`src/rtl/axis_slave.sv`:
```
// AXI4-Stream slave front end: a small first-word-fall-through FIFO between the
// upstream stream and the core, with an occupancy count and a delivered-packet counter.
module axis_slave #(
    parameter int FIFO_DEPTH           = 4,
    parameter int C_S_AXIS_TDATA_WIDTH = 32
) (
    input  logic                                S_AXIS_ACLK,
    input  logic                                S_AXIS_ARESET,
    input  logic [C_S_AXIS_TDATA_WIDTH-1:0]     S_AXIS_TDATA,
    input  logic [C_S_AXIS_TDATA_WIDTH/8-1:0]   S_AXIS_TSTRB,
    input  logic                                S_AXIS_TLAST,
    input  logic                                S_AXIS_TVALID,
    output logic                                S_AXIS_TREADY,
    output logic [C_S_AXIS_TDATA_WIDTH-1:0]     TDATA_out,
    output logic [C_S_AXIS_TDATA_WIDTH/8-1:0]   TSTRB_out,
    output logic                                TLAST_out,
    output logic                                TVALID_out,
    input  logic                                TREADY_in,
    output logic [$clog2(FIFO_DEPTH):0]         fifo_count,
    output logic [15:0]                         frame_cnt
);

    localparam int PTR_W  = $clog2(FIFO_DEPTH);
    localparam int CNT_W  = PTR_W + 1;
    localparam int DATA_W = C_S_AXIS_TDATA_WIDTH;
    localparam int STRB_W = C_S_AXIS_TDATA_WIDTH / 8;
    localparam logic [CNT_W-1:0] DEPTH_C = CNT_W'(FIFO_DEPTH);

    logic [DATA_W-1:0] data_mem [FIFO_DEPTH];
    logic [STRB_W-1:0] strb_mem [FIFO_DEPTH];
    logic              last_mem [FIFO_DEPTH];

    logic [PTR_W-1:0] wr_ptr;
    logic [PTR_W-1:0] rd_ptr;
    logic [CNT_W-1:0] count_q;
    logic [CNT_W-1:0] count_next;
    logic             ready_q;
    logic             wr_en;
    logic             rd_en;

    // Ready is registered from the next occupancy, so the core's TREADY_in never
    // reaches S_AXIS_TREADY combinationally; a full FIFO stays blocked this cycle.
    assign S_AXIS_TREADY = ready_q && !S_AXIS_ARESET;
    assign wr_en         = S_AXIS_TVALID && S_AXIS_TREADY;
    assign rd_en         = (count_q != '0) && TREADY_in;

    always_comb begin
        count_next = count_q;
        case ({wr_en, rd_en})
            2'b10:   count_next = count_q + 1'b1;
            2'b01:   count_next = count_q - 1'b1;
            default: count_next = count_q;
        endcase
    end

    always_ff @(posedge S_AXIS_ACLK) begin
        if (S_AXIS_ARESET) begin
            wr_ptr    <= '0;
            rd_ptr    <= '0;
            count_q   <= '0;
            ready_q   <= 1'b0;
            frame_cnt <= '0;
        end else begin
            if (wr_en) begin
                wr_ptr <= wr_ptr + 1'b1;
            end
            if (rd_en) begin
                rd_ptr <= rd_ptr + 1'b1;
                if (last_mem[rd_ptr]) begin
                    frame_cnt <= frame_cnt + 16'd1;
                end
            end
            count_q <= count_next;
            ready_q <= (count_next < DEPTH_C);
        end
    end

    // Storage carries no reset; occupancy alone decides what is valid.
    always_ff @(posedge S_AXIS_ACLK) begin
        if (wr_en) begin
            data_mem[wr_ptr] <= S_AXIS_TDATA;
            strb_mem[wr_ptr] <= S_AXIS_TSTRB;
            last_mem[wr_ptr] <= S_AXIS_TLAST;
        end
    end

    assign TDATA_out  = data_mem[rd_ptr];
    assign TSTRB_out  = strb_mem[rd_ptr];
    assign TLAST_out  = last_mem[rd_ptr];
    assign TVALID_out = (count_q != '0);
    assign fifo_count = count_q;

endmodule

```
`config.mk`:
```
export PLATFORM = sky130hd
export DESIGN_NAME = axis_slave
export DESIGN_NICKNAME = d
export VERILOG_FILES = /design/src/rtl/axis_slave.sv
export SDC_FILE = /design/constraint.sdc
export NUM_CORES = 1
export LEC_CHECK = 0
export CORE_ASPECT_RATIO = 0.5
export CORE_MARGIN = 1.5
export CORE_UTILIZATION = 48
export DETAILED_ROUTE_END_ITERATION = 10
export PLACE_DENSITY = 0.75
export SYNTH_ARGS = -nofsm -noshare
export SYNTH_HDL_FRONTEND = slang
export SYNTH_SLANG_ARGS = --single-unit
```
`constraint.sdc`:
```
create_clock -name S_AXIS_ACLK -period 2.43 [get_ports S_AXIS_ACLK]
set_input_delay 0.6075 -clock S_AXIS_ACLK [delete_from_list [all_inputs] [get_ports S_AXIS_ACLK]]
set_output_delay 0.6075 -clock S_AXIS_ACLK [all_outputs]
set_load 0.02 [all_outputs]
```
==> impl_metrics.tcl <==
set metrics [dict create \
    powerDensity_nw_per_um2 891 \
    setup_viol 0 \
    reg2reg_depth 7 \
    post_synth_inst_count 326 \
    grt_max_degree 38 \
    rsz0062_at_grt "yes" \
    final_common_cell "edfxtp_1" \
    ys_types 29 \
    synth_seq_cells 174 \
    numCtsBuffers 17 \
    dpl.hpwl_um 6940 \
    fin_skew_ns 0.00872 \
    antenna_found_initial 0 \
    critPathArrivalTime_ns 1.77 \
    grt_pass1_vias 3535 \
    yosysWarnings 0 \
    htree_num_levels 4 \
    cap_violations 0 \
    dieHeight_um 85.4 \
    synth_edf_count 148 \
    total_power_mw 7.49 \
    clock_latency_ns 0.41 \
    coreArea_sq_um 13000 \
    post-route-drc-count 0 \
    cp-endpoint "TDATA_out[11]" \
    p_int_mw 5.67 \
    ys.flop_type "edfxtp_1" \
    track_usage_pct 16.8 \
    final_cell_mix "edfxtp_1 (148), clkdlybuf4s50_1 (60), mux4_2 (36)" \
    clock_sinks 174 \
    irDropWorstVdd_v 0.000547 \
    stdcell_count 636 \
    overflow 0 \
    route.vias.total 3321 \
    start_util_pct 50.3 \
    cts-root-buf "clkbuf_16" \
    fin_nets 502 \
    min-delay-path-class "reg -> reg" \
    crit_required_ns 1.82 \
    grt_pass1_wl_um 18000 \
    start_kind "flop" \
    area_growth_pct 29.0 \
    multi_input_comb_area_sq_um 1490 \
    min_period_ns 2.38 \
    slew_headroom_pct 83.3 \
    combPwrFrac_pct 18.9 \
    drive_gt1_share_pct 28.1 \
    async_reset_ff_share_pct 0 \
    worstReg2RegEnd "frame_cnt[12]" \
    placementRows 29 \
    crit_fanout 5 \
    p_leak_nw 2.83 \
    hold_viol_final 0 \
    drv_slew 0 \
    min_period_over_period_pct 98.0 \
    fillerInstances 898 \
    wl_per_cell_um 17.3 \
    io_buffers 98 \
    clk_pin_slew_worst_paths_ns 0.06 \
    place.gp.congestion 0.786 \
    end_kind "primary output" \
    crit_type "reg -> out" \
    yosysSeqAreaShare_pct 76.2 \
    wirelength_um 11000 \
    synth.avg_cell_area_sq_um 20.0 \
    placedCellCount 601 \
    cts_tree "done" \
    first_pass_iters 4 \
    outcome "complete, no violations" \
    drt_iter0_drc 183 \
    syn_nets 374 \
    antenna_left 0 \
    syn-cell-area_sq_um 6520 \
    cts.path.max_buffers 2 \
    p_clk_share_pct 35.9 \
    tightest_slew_ns 0.249 \
    io_pins 99 \
    die_w_um 168 \
    swShare_pct 24.3 \
    seqCellArea_sq_um 4970 \
    final_util_pct 64.9 \
    dieArea_sq_um 14300 \
    ff2ff_setup_slack_ns 0.41 \
    max_clock_freq_mhz 420 \
    seqPwrFrac_pct 45.2 \
    n_antenna_cell 0 \
    avgViaCountPerCell 5.22 \
    p_switching_mw 1.82 \
]
## routing by layer
metal	up-vias	part of all wire (%)	GRT usage (%)
li1	1581	-	-
met1	1654	45	21.8
met2	72	49	27.5
met3	14	4.9	4.62
met4	0	1.2	6.14
met5	-	0	0
## timing repair
action,CTS,global route
hold buffers,0,0
endpoints found under the setup margin,38,28
buffers inserted,0,4
gates resized for setup,101,28
## cell type report
| class | count | share of cell area (%) |
|---|---|---|
| multi-input cells | 135 | 17.7 |
| clock buffers | 17 | 5.06 |
| inverters | 3 | 0.134 |
| well taps | 170 | 2.53 |
| clock inverters | 14 | 1.98 |
| repair buffers | 123 | 13.5 |
| flip-flops and latches | 174 | 59.1 |
## power groups by stage
stage	clock network, mW	logic, mW	registers (mW)
3_3_place_gp	0	1.53	3.44
5_1_grt	2.86	1.52	3.39
6_report	2.69	1.42	3.38
3_5_place_dp	0	1.54	3.45
4_1_cts	2.74	1.47	3.39
2_1_floorplan	0	0.879	3.45
## cells by family after synthesis
logic type	share of synthesized area, %
AO/OA/AOI/OAI	1.52
XOR/XNOR	1.88
adder cells (fa/ha/maj)	1.46
buffers and inverters	1.25
flip-flops	76.2
multiplexers	13.0
AND/OR/NAND/NOR	4.72
## stage by stage
stage	hold slack, ns	instance area (sq um)	setup slack (ns)	TNS [ns]
2_1_floorplan	0.485	6530	0.0104	0
3_3_place_gp	0.469	7900	-0.201	-0.533
3_5_place_dp	0.485	7900	-0.230	-0.582
4_1_cts	0.497	8510	-0.0473	-0.0473
5_1_grt	0.548	8410	-0.0202	-0.0202
6_report	0.508	8410	0.0490	0
## how the worst min path moves through the flow
stage	startpoint	end	slack, ns	cells past startpoint
floorplan	rd_ptr[1]	flop	0.48	2
global placement	frame_cnt[15]	frame_cnt[15]	0.47	2
detailed placement	frame_cnt[15]	frame_cnt[15]	0.49	2
CTS	frame_cnt[15]	frame_cnt[15]	0.50	2
global route	frame_cnt[13]	frame_cnt[13]	0.55	2
finish	frame_cnt[15]	frame_cnt[15]	0.51	2
## sequential cells by signal, indices dropped and copies added, names as in the netlist, named ones only
register,count
ready_q,1
fifo_count,2
rd_ptr,2
frame_cnt,16
last_mem,4
wr_ptr,2
data_mem,128
strb_mem,16
## cell usage after synthesis, types with 6 or more instances
master	instances	share of area [%]
mux4_2	36	12
ha_1	6	1.2
clkbuf_1	6	0.35
a21oi_1	8	0.61
nor2_1	16	0.92
nand4_1	6	0.58
nand3_1	6	0.46
xor2_1	11	1.5
and3_1	10	0.96
nand2_1	8	0.46
dfxtp_1	26	8.0
edfxtp_1	148	68
## critical path: stages (launching register included)
cell and delay [ns]:
dfxtp_4 0.38, buf_4 0.17, mux4_2 0.49, dlygate4sd2_1 0.33
(Power assumes the default switching activity.)
